==> src/rtl/ps2_pkg.sv <==
// Shared frame-state type, protocol constants and default key table for the PS/2 key decoder.
package ps2_pkg;

    typedef enum logic [1:0] {
        IDLE,
        DATA,
        PARITY,
        STOP
    } ps2_frame_state_t;

    localparam logic [7:0] PS2_EXTEND = 8'hE0;
    localparam logic [7:0] PS2_BREAK  = 8'hF0;

    // Key codes are {ext, code}: ext marks keys sent behind an E0 prefix.
    localparam logic [8:0] PS2_UP    = 9'h175;
    localparam logic [8:0] PS2_DOWN  = 9'h172;
    localparam logic [8:0] PS2_LEFT  = 9'h16B;
    localparam logic [8:0] PS2_RIGHT = 9'h174;
    localparam logic [8:0] PS2_ENTER = 9'h05A;

    function automatic int ps2_idx_width(input int n);
        return (n > 1) ? $clog2(n) : 1;
    endfunction

endpackage

==> src/rtl/ps2_rx_frame.sv <==
// PS/2 line filter, falling-edge detect and 11-bit frame receiver with idle timeout.
// Odd-parity checking is compiled in when PS2_PARITY_CHK_EN is defined.
module ps2_rx_frame
    import ps2_pkg::*;
#(
    parameter int FILT_LEN    = 8,
    parameter int TIMEOUT_CYC = 1048575
) (
    input  logic       clk,
    input  logic       rst_n,
    input  logic       ps2_clk,
    input  logic       ps2_data,
    output logic       byte_valid,
    output logic [7:0] rx_byte,
    output logic       frame_err
);

    localparam int            TW       = (TIMEOUT_CYC > 1) ? $clog2(TIMEOUT_CYC) : 1;
    localparam logic [TW-1:0] TMO_LAST = TW'(TIMEOUT_CYC - 1);
    localparam logic [TW-1:0] TMO_ONE  = TW'(1);

    logic [FILT_LEN-1:0] clk_hist_q, clk_hist_d, data_hist_q, data_hist_d;
    logic                clk_lvl_q, clk_lvl_d, data_lvl_q, data_lvl_d;
    logic                clk_dly_q, clk_dly_d, fall_q, fall_d;
    ps2_frame_state_t    state_q, state_d;
    logic [7:0]          shift_q, shift_d, byte_q, byte_d;
    logic [2:0]          bit_cnt_q, bit_cnt_d;
    logic [TW-1:0]       tmo_q, tmo_d;
    logic                byte_valid_q, byte_valid_d, frame_err_q, frame_err_d;
    logic                parity_ok;

`ifdef PS2_PARITY_CHK_EN
    logic par_q, par_d;
    assign parity_ok = ^{shift_q, par_q};
`else
    assign parity_ok = 1'b1;
`endif

    // NOTE: every signal gets a default at the top of always_comb so no path infers a latch.
    always_comb begin
        clk_hist_d   = {clk_hist_q[FILT_LEN-2:0], ps2_clk};
        data_hist_d  = {data_hist_q[FILT_LEN-2:0], ps2_data};
        clk_lvl_d    = (&clk_hist_q) ? 1'b1 : ((~|clk_hist_q) ? 1'b0 : clk_lvl_q);
        data_lvl_d   = (&data_hist_q) ? 1'b1 : ((~|data_hist_q) ? 1'b0 : data_lvl_q);
        clk_dly_d    = clk_lvl_q;
        fall_d       = clk_dly_q & ~clk_lvl_q;
        state_d      = state_q;
        shift_d      = shift_q;
        bit_cnt_d    = bit_cnt_q;
        byte_d       = byte_q;
        byte_valid_d = 1'b0;
        frame_err_d  = 1'b0;
        tmo_d        = (state_q == IDLE || fall_q) ? '0 : tmo_q + TMO_ONE;
`ifdef PS2_PARITY_CHK_EN
        par_d        = par_q;
`endif
        // A stalled frame is abandoned even if an edge arrives in the same cycle.
        if (state_q != IDLE && tmo_q == TMO_LAST) begin
            state_d     = IDLE;
            frame_err_d = 1'b1;
            tmo_d       = '0;
        end else if (fall_q) begin
            case (state_q)
                IDLE: begin
                    if (!data_lvl_q) begin
                        state_d   = DATA;
                        bit_cnt_d = '0;
                    end
                end
                DATA: begin
                    shift_d   = {data_lvl_q, shift_q[7:1]};
                    bit_cnt_d = bit_cnt_q + 3'd1;
                    if (bit_cnt_q == 3'd7) state_d = PARITY;
                end
                PARITY: begin
`ifdef PS2_PARITY_CHK_EN
                    par_d   = data_lvl_q;
`endif
                    state_d = STOP;
                end
                STOP: begin
                    state_d = IDLE;
                    if (data_lvl_q && parity_ok) begin
                        byte_valid_d = 1'b1;
                        byte_d       = shift_q;
                    end else begin
                        frame_err_d = 1'b1;
                    end
                end
                default: state_d = IDLE;
            endcase
        end
    end

    // NOTE: sequential state uses non-blocking assignments so every flop samples pre-edge values.
    always_ff @(posedge clk) begin
        if (!rst_n) begin
            clk_hist_q   <= '1;
            data_hist_q  <= '1;
            clk_lvl_q    <= 1'b1;
            data_lvl_q   <= 1'b1;
            clk_dly_q    <= 1'b1;
            fall_q       <= 1'b0;
            state_q      <= IDLE;
            shift_q      <= '0;
            bit_cnt_q    <= '0;
            tmo_q        <= '0;
            byte_q       <= '0;
            byte_valid_q <= 1'b0;
            frame_err_q  <= 1'b0;
`ifdef PS2_PARITY_CHK_EN
            par_q        <= 1'b0;
`endif
        end else begin
            clk_hist_q   <= clk_hist_d;
            data_hist_q  <= data_hist_d;
            clk_lvl_q    <= clk_lvl_d;
            data_lvl_q   <= data_lvl_d;
            clk_dly_q    <= clk_dly_d;
            fall_q       <= fall_d;
            state_q      <= state_d;
            shift_q      <= shift_d;
            bit_cnt_q    <= bit_cnt_d;
            tmo_q        <= tmo_d;
            byte_q       <= byte_d;
            byte_valid_q <= byte_valid_d;
            frame_err_q  <= frame_err_d;
`ifdef PS2_PARITY_CHK_EN
            par_q        <= par_d;
`endif
        end
    end

    assign byte_valid = byte_valid_q;
    assign rx_byte    = byte_q;
    assign frame_err  = frame_err_q;

endmodule

==> src/rtl/ps2_key_decoder.sv <==
// PS/2 keyboard decoder: make/break/E0 decode against a key table, key level/pulse vectors
// and a show-ahead event FIFO. Parity checking follows PS2_PARITY_CHK_EN in ps2_rx_frame.
module ps2_key_decoder
    import ps2_pkg::*;
#(
    parameter int                    NUM_KEYS    = 5,
    parameter logic [NUM_KEYS*9-1:0] KEY_CODES   = {PS2_ENTER, PS2_RIGHT, PS2_LEFT, PS2_DOWN, PS2_UP},
    parameter int                    FILT_LEN    = 8,
    parameter int                    TIMEOUT_CYC = 1048575,
    parameter int                    FIFO_DEPTH  = 4
) (
    input  logic                              clk,
    input  logic                              rst_n,
    input  logic                              ps2_clk,
    input  logic                              ps2_data,
    output logic [NUM_KEYS-1:0]               key_state,
    output logic [NUM_KEYS-1:0]               key_press,
    output logic [NUM_KEYS-1:0]               key_release,
    output logic                              evt_valid,
    input  logic                              evt_ready,
    output logic [ps2_idx_width(NUM_KEYS):0]  evt_data,
    output logic                              evt_overflow,
    output logic                              frame_err
);

    localparam int            IW      = ps2_idx_width(NUM_KEYS);
    localparam int            AW      = $clog2(FIFO_DEPTH);
    localparam logic [AW:0]   PTR_ONE = (AW + 1)'(1);

    logic                rx_valid, rx_err;
    logic [7:0]          rx_byte;
    logic                ext_q, ext_d, brk_q, brk_d;
    logic [NUM_KEYS-1:0] key_state_q, key_state_d, key_press_q, key_press_d;
    logic [NUM_KEYS-1:0] key_release_q, key_release_d;
    logic                hit, push, pop, push_ok, full, ovf_q, ovf_d;
    logic [IW-1:0]       hit_idx;
    logic [IW:0]         push_data;
    logic [AW:0]         wr_ptr_q, wr_ptr_d, rd_ptr_q, rd_ptr_d;
    logic [IW:0]         mem_q [FIFO_DEPTH];

    ps2_rx_frame #(
        .FILT_LEN    (FILT_LEN),
        .TIMEOUT_CYC (TIMEOUT_CYC)
    ) u_rx (
        .clk        (clk),
        .rst_n      (rst_n),
        .ps2_clk    (ps2_clk),
        .ps2_data   (ps2_data),
        .byte_valid (rx_valid),
        .rx_byte    (rx_byte),
        .frame_err  (rx_err)
    );

    assign evt_valid = (wr_ptr_q != rd_ptr_q);
    assign full      = (wr_ptr_q[AW] != rd_ptr_q[AW]) && (wr_ptr_q[AW-1:0] == rd_ptr_q[AW-1:0]);
    assign pop       = evt_valid & evt_ready;

    always_comb begin
        ext_d         = ext_q;
        brk_d         = brk_q;
        key_state_d   = key_state_q;
        key_press_d   = '0;
        key_release_d = '0;
        push          = 1'b0;
        push_data     = '0;
        hit           = 1'b0;
        hit_idx       = '0;
        // Descending scan so the lowest matching index is the one that sticks.
        for (int i = NUM_KEYS - 1; i >= 0; i--) begin
            if (KEY_CODES[9*i +: 9] == {ext_q, rx_byte}) begin
                hit     = 1'b1;
                hit_idx = IW'(i);
            end
        end
        if (rx_err) begin
            ext_d = 1'b0;
            brk_d = 1'b0;
        end else if (rx_valid) begin
            if (rx_byte == PS2_EXTEND) begin
                ext_d = 1'b1;
            end else if (rx_byte == PS2_BREAK) begin
                brk_d = 1'b1;
            end else begin
                ext_d = 1'b0;
                brk_d = 1'b0;
                if (hit && !brk_q && !key_state_q[hit_idx]) begin
                    key_state_d[hit_idx] = 1'b1;
                    key_press_d[hit_idx] = 1'b1;
                    push                 = 1'b1;
                    push_data            = {1'b1, hit_idx};
                end else if (hit && brk_q && key_state_q[hit_idx]) begin
                    key_state_d[hit_idx]   = 1'b0;
                    key_release_d[hit_idx] = 1'b1;
                    push                   = 1'b1;
                    push_data              = {1'b0, hit_idx};
                end
            end
        end
        // A same-cycle pop frees the slot, so a push into a full FIFO still lands.
        push_ok  = push & (~full | pop);
        ovf_d    = ovf_q | (push & full & ~pop);
        wr_ptr_d = push_ok ? wr_ptr_q + PTR_ONE : wr_ptr_q;
        rd_ptr_d = pop ? rd_ptr_q + PTR_ONE : rd_ptr_q;
    end

    always_ff @(posedge clk) begin
        if (!rst_n) begin
            ext_q         <= 1'b0;
            brk_q         <= 1'b0;
            key_state_q   <= '0;
            key_press_q   <= '0;
            key_release_q <= '0;
            ovf_q         <= 1'b0;
            wr_ptr_q      <= '0;
            rd_ptr_q      <= '0;
        end else begin
            ext_q         <= ext_d;
            brk_q         <= brk_d;
            key_state_q   <= key_state_d;
            key_press_q   <= key_press_d;
            key_release_q <= key_release_d;
            ovf_q         <= ovf_d;
            wr_ptr_q      <= wr_ptr_d;
            rd_ptr_q      <= rd_ptr_d;
        end
    end

    // NOTE: FIFO storage has no reset; evt_data is gated by evt_valid so stale entries never show.
    always_ff @(posedge clk) begin
        if (push_ok) mem_q[wr_ptr_q[AW-1:0]] <= push_data;
    end

    assign evt_data     = evt_valid ? mem_q[rd_ptr_q[AW-1:0]] : '0;
    assign key_state    = key_state_q;
    assign key_press    = key_press_q;
    assign key_release  = key_release_q;
    assign evt_overflow = ovf_q;
    assign frame_err    = rx_err;

endmodule

==> config.mk <==
export PLATFORM = sky130hd
export DESIGN_NAME = ps2_key_decoder
export DESIGN_NICKNAME = d
export VERILOG_FILES = /design/src/rtl/ps2_pkg.sv /design/src/rtl/ps2_rx_frame.sv /design/src/rtl/ps2_key_decoder.sv
export SDC_FILE = /design/constraint.sdc
export NUM_CORES = 1
export LEC_CHECK = 0
export ABC_AREA = 1
export CAP_MARGIN = 15
export CORE_ASPECT_RATIO = 1.5
export CORE_MARGIN = 2
export CORE_UTILIZATION = 55
export DETAILED_ROUTE_END_ITERATION = 10
export PLACE_DENSITY = 0.75
export SYNTH_ARGS = -nofsm -noshare
export SYNTH_HDL_FRONTEND = slang
export SYNTH_SLANG_ARGS = --single-unit
==> constraint.sdc <==
create_clock -name clk -period 2.3 [get_ports clk]
set_input_delay 0.46 -clock clk [delete_from_list [all_inputs] [get_ports clk]]
set_output_delay 0.46 -clock clk [all_outputs]
set_load 0.005 [all_outputs]
=== Word level (Yosys, flattened, before mapping) ===
Memory sizes are Yosys's and may differ from the RTL's. A register that Yosys moved wholly into a read port is not among the register bits.
Cells that the tools add are included.
W data, S select, Z words.

* Word-level logic and storage cells: 148
* Memories kept: 1
* Input bits: 5
* RAM bits: 16
* Output and inout port bits: 22
* Bits in registers: 87

* $add $sub $neg: 4
* Reductions and logical operators: 33
* Order comparisons: 2
* Bitwise gates (word level): 23
* Multiplexer cells: 46
* Equality and inequality tests: 18

{| class="wikitable"
|+ Memory list
! name !! words !! bits a word !! read ports !! clocked after Yosys merged registers in !! wr ports !! RTL line !! source
|-
| mem_q || 4 || 4 || 1 || 1 || 1 || ps2_key_decoder.sv:39 || <nowiki>logic [IW:0] mem_q [FIFO_DEPTH];</nowiki>
|}

{| class="wikitable"
|+ Operators with widths
! cell !! count
|-
| $eq A9 B9 Y1 const A || 4
|-
| $mux W4 || 6
|-
| $mux W1 || 23
|-
| $mux W3 || 7
|-
| $add A20 B1 Y20 const B || 1
|-
| $eq A20 B20 Y1 const B || 1
|-
| $eq A8 B8 Y1 const B || 2
|-
| $reduce_and A8 Y1 || 2
|-
| $reduce_or A8 Y1 || 2
|-
| $not A1 Y1 || 13
|-
| $mux W5 || 2
|-
| $add A3 B1 Y3 const B || 3
|-
| $eq A7 B9 Y1 const A || 1
|-
| $mux W2 || 4
|-
| $pmux W2 S4 || 1
|-
| $reduce_and A4 Y1 || 2
|-
| $reduce_or A2 Y1 || 4
|-
| $logic_and A1 B1 Y1 || 7
|-
| $reduce_or A7 Y1 || 1
|-
| $pmux W3 S2 || 1
|-
| $reduce_and A3 Y1 || 2
|-
| $reduce_bool A2 Y1 || 3
|-
| $reduce_or A6 Y1 || 1
|-
| $and A1 B1 Y1 || 5
|-
| 23 further kinds || 28
|}

=== Longest topological paths before layout ===
Gate-level depths: netlist of run 1.

* Depth after elaboration: 18
* Mapped depth: 15
* Mapped depth without buffers: 15

=== Hierarchy ===
A second synthesis of run 1 with hierarchy kept.

* Cell total of the unflattened synthesis: 602
* Area, all modules: 4,718.3 µm²

{| class="wikitable"
|+ Modules (own cells, without submodules)
! module !! area each (µm²) !! cells an instance !! instances !! sequential area each (µm²)
|-
| ps2_rx_frame || 2,705.1 || 351 || 1 || 1,261.2
|-
| ps2_key_decoder || 2,013.2 || 251 || 1 || 1,001.0
|}

=== Least setup slack after synthesis of run 1 ===
No wires, ideal clock.

* Path type: reg2reg
* From: register u_rx.byte_q[5] (netlist: u_rx.rx_byte[5])
* To: memory mem_q[3][0] (netlist name) (enable)
* Cell stages (with the launch flop): 13
* Required time: 1.971 ns
* Library setup time: 0.329 ns
* Data arrival time: 1.610 ns
* Path buffers: 0
* Clock period less this slack: 1.939 ns
* Path slack: 0.361 ns
* Cells stage by stage: dfxtp_1 nand2_2 nor2_4 nand3_4 nand2_2 inv_2 nand3_2 nand3_2 nor2_4 nand3_4 nand2_4 nand2_2 nor2_1

* Cells in the longest elaborated chain, start to end: 18
* Elaborated cells between the ends (all ways): 33
* Classes of those cells: eq/ne (7); mux (20); bitwise (1); reduce/logical (5)

{| class="wikitable"
|+ RTL lines
! element !! RTL line !! source
|-
| start: declaration || ps2_rx_frame.sv:26 || <nowiki>logic [7:0] shift_q, shift_d, byte_q, byte_d;</nowiki>
|-
| start signal: assignment || ps2_rx_frame.sv:125 || <nowiki>byte_q <= byte_d;</nowiki>
|-
| $eq A7 B9 Y1 || ps2_key_decoder.sv:70 || <nowiki>if (KEY_CODES[9*i +: 9] == {ext_q, rx_byte}) begin</nowiki>
|-
| $mux W3 (5 in a row) || ps2_key_decoder.sv:70 ||
|-
| $bmux W1 S3 || ps2_key_decoder.sv:86, ps2_key_decoder.sv:91 ||
|-
| $mux W1 (not written as such) || ps2_key_decoder.sv:86, ps2_key_decoder.sv:91 ||
|-
| $logic_and A1 B1 Y1 / $logic_not A1 Y1 (equally long branches) || ps2_key_decoder.sv:91, ps2_key_decoder.sv:86 ||
|-
| $mux W1 / $logic_and A1 B1 Y1 (equally long branches) || ps2_key_decoder.sv:91, ps2_key_decoder.sv:86 ||
|-
| $mux W1 || ps2_key_decoder.sv:86 || <nowiki>if (hit && !brk_q && !key_state_q[hit_idx]) begin</nowiki>
|-
| $mux W1 || ps2_key_decoder.sv:81 || <nowiki>end else if (rx_byte == PS2_BREAK) begin</nowiki>
|-
| $mux W1 * || ps2_key_decoder.sv:79 || <nowiki>if (rx_byte == PS2_EXTEND) begin</nowiki>
|-
| $mux W1 * || ps2_key_decoder.sv:78 || <nowiki>end else if (rx_valid) begin</nowiki>
|-
| $mux W1 * || ps2_key_decoder.sv:75 || <nowiki>if (rx_err) begin</nowiki>
|-
| $and A1 B1 Y1 * || ps2_key_decoder.sv:100 || <nowiki>push_ok = push & (~full | pop);</nowiki>
|-
| $mux W1 * || ps2_key_decoder.sv:130 || <nowiki>if (push_ok) mem_q[wr_ptr_q[AW-1:0]] <= push_data;</nowiki>
|-
| $mux W1 (not written as such) * || ps2_key_decoder.sv:130 ||
|-
| end: declaration || ps2_key_decoder.sv:39 ||
|}

Mark *: on every way between the ends. The rest lies on a longest branch, timed or not. The select of a mux whose other input is x is not followed.

=== Final worst setup path of run 1 ===
* From: register wr_ptr_q[2]
* To: output evt_data[3]

* Cells in the longest elaborated chain, start to end: 2

{| class="wikitable"
|+ RTL lines
! element !! RTL line !! source
|-
| start: declaration || ps2_key_decoder.sv:38 || <nowiki>logic [AW:0] wr_ptr_q, wr_ptr_d, rd_ptr_q, rd_ptr_d;</nowiki>
|-
| start signal: assignment || ps2_key_decoder.sv:123 || <nowiki>wr_ptr_q <= wr_ptr_d;</nowiki>
|-
| $ne A3 B3 Y1 || ps2_key_decoder.sv:54 || <nowiki>assign evt_valid = (wr_ptr_q != rd_ptr_q);</nowiki>
|-
| $mux W4 || ps2_key_decoder.sv:133 || <nowiki>assign evt_data = evt_valid ? mem_q[rd_ptr_q[AW-1:0]] : '0;</nowiki>
|-
| end: declaration || ps2_key_decoder.sv:21 || <nowiki>output logic [ps2_idx_width(NUM_KEYS):0] evt_data,</nowiki>
|}

No other way between the ends.

==> metrics, run 1 <==
Cell Chain, Critical Path=xor2_1 > inv_1 > nand3_2 > nand2_1 > inv_1 > clkdlybuf4s50_1; nets@finish=612; asr flop ratio synth=0%; most used cell, CP=inv_1; Worst-path clk slew=0.07 ns; Tmin final=2.284 ns; core region area=between 0.008 and 0.009 sq mm; final WL=between 8 and 9 mm; Initial Util=56.86%; 1st-iter DRT viols=157; setup TNS=0 ns; # H-tree levels=3; clk buf depth=2; slew at the pin closest to its max-slew limit=0.5599 ns; Seq/Total Area, Yosys=49.68%; Synth Register Bits=approximately 110; outcome=completed; Final Hold Fails=0; row count=40; # IOs=27; die width=78.29 um; wire length per cell=12.21 um; Pleak=about 2.2 nW; prevailing post-synth register cell=dfxtp_1; Post-Syn Nets=577; vias per cell=5.071; cell area after layout=around 0.0053 sq mm; crit path max fanout=6; WP buf/inv=3; layout cell share with drive strength beyond 1=12.02%; CTS tree=built; reg2reg setup slack=between 0.1 and 0.15 ns; FMAX=437.9 MHz; Crit. End Element=output port; global placement routability congestion=0.9357; antenna viol nets, final=0; pre-CTS WS=0.1377 ns; met1 Resource Use GR=between 10% and 20%; Yosys cell types=39; pwr/cell area=~660 mW/mm^2; met2 Usage GRT=40.17%; Setup CP Type=flip-flop to output port; grt peak-use layer=met2; initial antenna violation count=0; Pre-Repair DR Iteration Count=4; CTS root buf=clkbuf_16; gr usage total=20.56%; largest net degree at the start of global routing=46; synth warn=0; period utilization=between 90 and 100%; Crit path max-delay family=buffers and inverters; startpoint types=flip-flop; Post-Syn Area=0.004553 sq mm; clock buffer count from CTS=9; Post-DP Area=0.004949 sq mm; Final setup viols=0; Maximum Capacitance Violations=0; Die Footprint=0.009037 sq mm; critical path's slowest cell=clkdlybuf4s50_1; number of max-slew violations in the final report=0; CP arrival=1.82 ns; antenna cell count=0; Remaining Overflow, GRT=0; most frequent cells in the layout=nor2_1 (88), dfxtp_1 (87), inv_1 (83), nand2_1 (72), a21oi_1 (31); Post-Syn Instances=~560; HPWL Detailed=approximately 6.6 mm; Power Total=about 3.5 mW; leading cell type in the layout, fill and taps excluded=nor2_1; Buffers on Ports=26; final setup margin=between 0.015 and 0.02 ns; first-pass GRT wire length=14.37 mm; Remaining DRCs=0; Critical Path RT=between 1.5 and 2 ns; Final Skew=0.007280 ns; RSZ-0062 raised after global routing=yes; Num Clock Sinks=105; vias in the first global route=~3400; maximum VDD drop=0.5534 mV; Post-synth EDFFs=16; max incr delay on CP=0.49 ns; Syn Area/Cell=8.145 sq um; via count=3570; clk_lat worst skew=0.35 ns; Area Overhead vs Synth=15.69%; HP Class=flip-flop to flip-flop; routing usage on met3=3.427%; Die H=115.4 um; max_slew headroom=between 60% and 70%
## power by group
group          total [mW]  switching (mW)  internal, mW
Combinational       0.119          0.0679        0.0513
Clock                1.45           0.696         0.754
Sequential           1.89          0.0173          1.87
## cell type report
cell class	instances	area, sq um
well taps	105	131.4
clock buffers	9	225.2
repair buffers	34	320.3
multi-input cells	351	1908
clock inverters	7	63.81
fillers	654	2740
inverters	93	351.6
flip-flops and latches	105	2267
## cell usage after synthesis (3+ instances only)
cell type  count  area [sq um]
dfxtp_1       89          1782
a21oi_1       31         155.2
o211ai_1       3         22.52
nor2_2         5         31.28
nand2_1       72         270.3
xnor2_1        6         52.55
or2_2          6         37.54
buf_2          3         15.01
nor2_4         5         56.30
ha_1          13         162.7
nand2_2        7         43.79
nand3_1       22         110.1
o32ai_1        4         35.03
xor2_1         3         26.28
o21ai_1        7         35.03
nor3_1         9         45.04
nor2_1        89         334.1
inv_2          9         33.78
o21ai_0       27         135.1
nand4_1       16         100.1
edfxtp_1      16         480.5
inv_1         84         315.3
clkbuf_1       7         26.28
nand3_2        4         40.04
nor4_1         4         25.02
## sequential cells by signal, indices dropped and copies added, names as in the netlist, 2 cells and up, named ones only
| register | cells |
|---|---|
| key_press | 5 |
| u_rx.tmo_q | 20 |
| wr_ptr_q | 3 |
| u_rx.bit_cnt_q | 3 |
| mem_q | 16 |
| u_rx.rx_byte | 8 |
| key_release | 5 |
| u_rx.state_q | 2 |
| u_rx.clk_hist_q | 8 |
| u_rx.shift_q | 8 |
| rd_ptr_q | 3 |
| u_rx.data_hist_q | 8 |
## final timing paths
check                 startpoint     endpoint  cells past startpoint
setup / recovery     wr_ptr_q[2]  evt_data[3]                      6
setup reg to reg           ext_q  mem_q[0][2]                     12
hold reg to reg   u_rx.clk_dly_q  u_rx.fall_q                      2
hold / removal    u_rx.clk_dly_q  u_rx.fall_q                      2
## metrics by stage
step	std cells	hold WS, ns	utilization [%]
floorplan	559	0.3924	-
global placement	686	0.4013	61.80
detailed placement	686	0.4080	61.80
CTS	702	0.4194	65.48
global route	704	0.4391	65.78
finish	704	0.4085	65.78
## cell families after synthesis
family,synth area share (%)
fa+ha+maj,3.572
flops,49.68
buf+inv,8.574
xor+xnor,1.731
simple gates,26.88
compound gates,9.563
## what timing repair did
item                                    4_1_cts  5_1_grt
endpoints found under the setup margin        4       20
pin swaps                                     0        2
setup buffers                                 0        2
gates resized for setup                       3        4
hold buffers                                  0        0
## metal layers
metal  up-vias  wire, um
met5         -         0
met4         0       329
met3        24       219
met2        61      4740
met1      1617      3303
li1       1868         -
## worst reg2reg max path, delay by kind of cell, from the launching register on
family           cells  cell delay, ns
AND/OR/NAND/NOR     12            1.43
flip-flops           1            0.44
No activity file was read; power rests on OpenSTA's default activity.
==> run 2, diff against run 1 <==
--- a/config.mk
+++ b/config.mk
@@ -7,11 +7,12 @@
 export LEC_CHECK = 0
 export ABC_AREA = 1
 export CAP_MARGIN = 15
-export CORE_ASPECT_RATIO = 1.5
+export CELL_PAD_IN_SITES_DETAIL_PLACEMENT = 1
+export CELL_PAD_IN_SITES_GLOBAL_PLACEMENT = 1
 export CORE_MARGIN = 2
-export CORE_UTILIZATION = 55
+export CORE_UTILIZATION = 44
 export DETAILED_ROUTE_END_ITERATION = 10
-export PLACE_DENSITY = 0.75
+export PLACE_DENSITY_LB_ADDON = 0.1
 export SYNTH_ARGS = -nofsm -noshare
 export SYNTH_HDL_FRONTEND = slang
 export SYNTH_SLANG_ARGS = --single-unit
==> run 2 against run 1 <==
Net effect:
- combinational power grew 12%
- largest cell class unchanged
- sequential power hardly changed
- highest routed layer unchanged
- final cell count up 5.1%
- total power down 4.9%
- hold slack improved by 0.022 ns
- clock-buffer cell count up 3
- via count increased by 3.2%
- setup slack improved by 0.066 ns
==> metrics, run 2 (synthesis gave the netlist of run 1 again) <==
outcome=completed; Initial Util=44.71% (-12 points); Layout Utilization=52.79% (-13 points); max reg flops=20 (unchanged); 1st-iter DRT viols=83 (-47%); Post-DP Area=0.005017 sq mm (+1.4%); crit path to=evt_data[0]; initial antenna violation count=0 (unchanged); HPWL Detailed=7.732 mm (+16%); Critical Path RT=1.84 ns (about the same); Crit. End Element=output port; Fill cells=1250 (+91%); nets@finish=617 (+0.82%); startpoint types=flip-flop; largest net degree at the start of global routing=39 (-15%); Power Total=3.285 mW (-4.9%); Buffers on Ports=26 (unchanged); die width=105.7 um (+35%); Die Footprint=0.01118 sq mm (+24%); layout cell share with drive strength beyond 1=15.23% (+3.2 points); sequential power share=57.5% (+2.9 points); maximum VDD drop=0.2697 mV (-51%); Worst R2R Start=u_rx.rx_byte[3]; Final Skew=0.01448 ns (+0.007198 ns); Die H=105.7 um (-8.4%); antenna viol nets, final=0 (unchanged); max_slew headroom=66.08% (+3.7 points); number of max-slew violations in the final report=0 (unchanged); max incr delay on CP=0.49 ns (about the same); wire length per cell=14.03 um (+15%); worst reg2reg path endpoint=mem_q[0][3]; Final Hold Fails=0 (unchanged); row count=37 (-7.5%); Num Clock Sinks=105 (unchanged); FMAX=451.0 MHz (+3.0%); Top reg by flops=u_rx.tmo_q; clock buffer count from CTS=9 (unchanged); gr usage total=19.60% (-0.96 points); first-pass GRT wire length=17.51 mm (+22%); vias per cell=4.981 (-1.8%); combinational share of power=4.0% (+0.6 points); Crit path depth=6 (unchanged); clk buf depth=2 (unchanged); Remaining Overflow, GRT=0 (unchanged); Pre-Repair DR Iteration Count=4 (unchanged); final setup margin=0.08265 ns (+0.06639 ns); cell area after layout=0.005376 sq mm (+2.1%); Tmin final=2.217 ns (-0.06639 ns); CTS root buf=clkbuf_8; critical path's slowest cell=clkdlybuf4s50_1; reg2reg setup slack=0.14 ns (about the same); RSZ-0062 raised after global routing=yes; CTS tree=built; core region area=0.01018 sq mm (+27%); CP arrival=1.76 ns (-0.06 ns); Remaining DRCs=0 (unchanged); slew at the pin closest to its max-slew limit=0.5041 ns (-0.05573 ns); setup TNS=0 ns (unchanged); # IOs=27 (unchanged); clk_lat worst skew=0.38 ns (+0.03 ns); period utilization=96.41% (-2.9 points); Pleak=2.251 nW (+1.3%); final WL=10.39 mm (+21%); Final setup viols=0 (unchanged); global placement routability congestion=0.9322 (-0.37%); crit path max fanout=6 (unchanged); P_sw=750.7 uW (-3.9%); Setup CP Type=flip-flop to output port; Worst-path clk slew=0.10 ns (+0.03 ns); most frequent cells in the layout=nor2_1 (84), inv_1 (82), dfxtp_1 (82), nand2_1 (72), a21oi_1 (30); HP Class=flip-flop to flip-flop; vias in the first global route=3862 (+13%); Worst Setup SP=wr_ptr_q[2]; leading cell type in the layout, fill and taps excluded=nor2_1; WP buf/inv=3 (unchanged); Maximum Capacitance Violations=0 (unchanged); antenna cell count=0 (unchanged); pre-CTS WS=-0.04251 ns (-0.1802 ns); cell-internal power=2.534 mW (-5.3%); R2R depth=12 (unchanged); Sw Ratio=22.86% (+0.26 points); Area Overhead vs Synth=18.08%; via count=3686 (+3.2%); Cell Chain, Critical Path=xor2_2 > inv_2 > nand3_4 > nand2_1 > inv_1 > clkdlybuf4s50_1; pwr/cell area=610.9 mW/mm^2 (-6.9%); # H-tree levels=3 (unchanged); Clk pwr share=38.5% (-3.4 points); Hold Buf Count CTS=0 (unchanged); Crit path max-delay family=buffers and inverters
## run 2: worst reg2reg max path: cells and delay by family, from the launching register on
| kind | cells | cell delay, ns |
|---|---|---|
| AND/OR/NAND/NOR | 10 | 1.32 |
| buffers and inverters | 2 | 0.13 |
| flip-flops | 1 | 0.42 |
## run 2: power groups by stage
stage | clock [mW] | combinational (mW) | sequential (mW)
final | 1.26 | 0.133 | 1.89
after global routing | 1.35 | 0.147 | 1.89
after CTS | 1.29 | 0.121 | 1.89
after detailed placement | 0 | 0.114 | 1.93
after global placement | 0 | 0.109 | 1.93
after floorplan | 0 | 0.0745 | 1.92
## run 2: cell type report
cell class | count | area [sq um] | area share [%]
Inverter | 93 | 354.1 | 6.586
Clock buffer | 12 | 166.4 | 3.095
Tap cell | 136 | 170.2 | 3.165
Timing Repair Buffer | 39 | 360.3 | 6.702
Clock inverter | 4 | 55.05 | 1.024
Multi-Input combinational cell | 351 | 1992 | 37.05
Sequential cell | 105 | 2278 | 42.38
## run 2: metal layers
layer / vias to the layer above / track usage (%) / wire (um)
met2: 56 / 35.39 / 5285
met5: - / 0 / 0
met1: 1742 / 23.20 / 4608
li1: 1875 / - / -
met3: 13 / 3.711 / 322
met4: 0 / 6.767 / 170
## run 2: through the flow
stage,instances,hold slack (ns)
finish,740,0.4307
global route,740,0.4444
CTS,738,0.4399
detailed placement,721,0.4192
global placement,721,0.4156
floorplan,559,0.3924
## run 2: worst min-delay path by stage
stage / cells past startpoint / start / to / slack, ns
final: 2 / u_rx.clk_dly_q / u_rx.fall_q / 0.43
after global placement: 2 / u_rx.clk_dly_q / u_rx.fall_q / 0.42
after CTS: 2 / u_rx.clk_dly_q / u_rx.fall_q / 0.44
after global routing: 2 / u_rx.clk_dly_q / u_rx.fall_q / 0.44
after floorplan: 2 / u_rx.clk_dly_q / u_rx.fall_q / 0.39
after detailed placement: 2 / u_rx.clk_dly_q / u_rx.fall_q / 0.42
## run 2: timing repair
action / CTS / global route
hold endpoints to repair: 0 / 0
pin swaps: 0 / 7
setup endpoints to repair: 15 / 27
buffers inserted: 1 / 2
gates resized for setup: 11 / 22
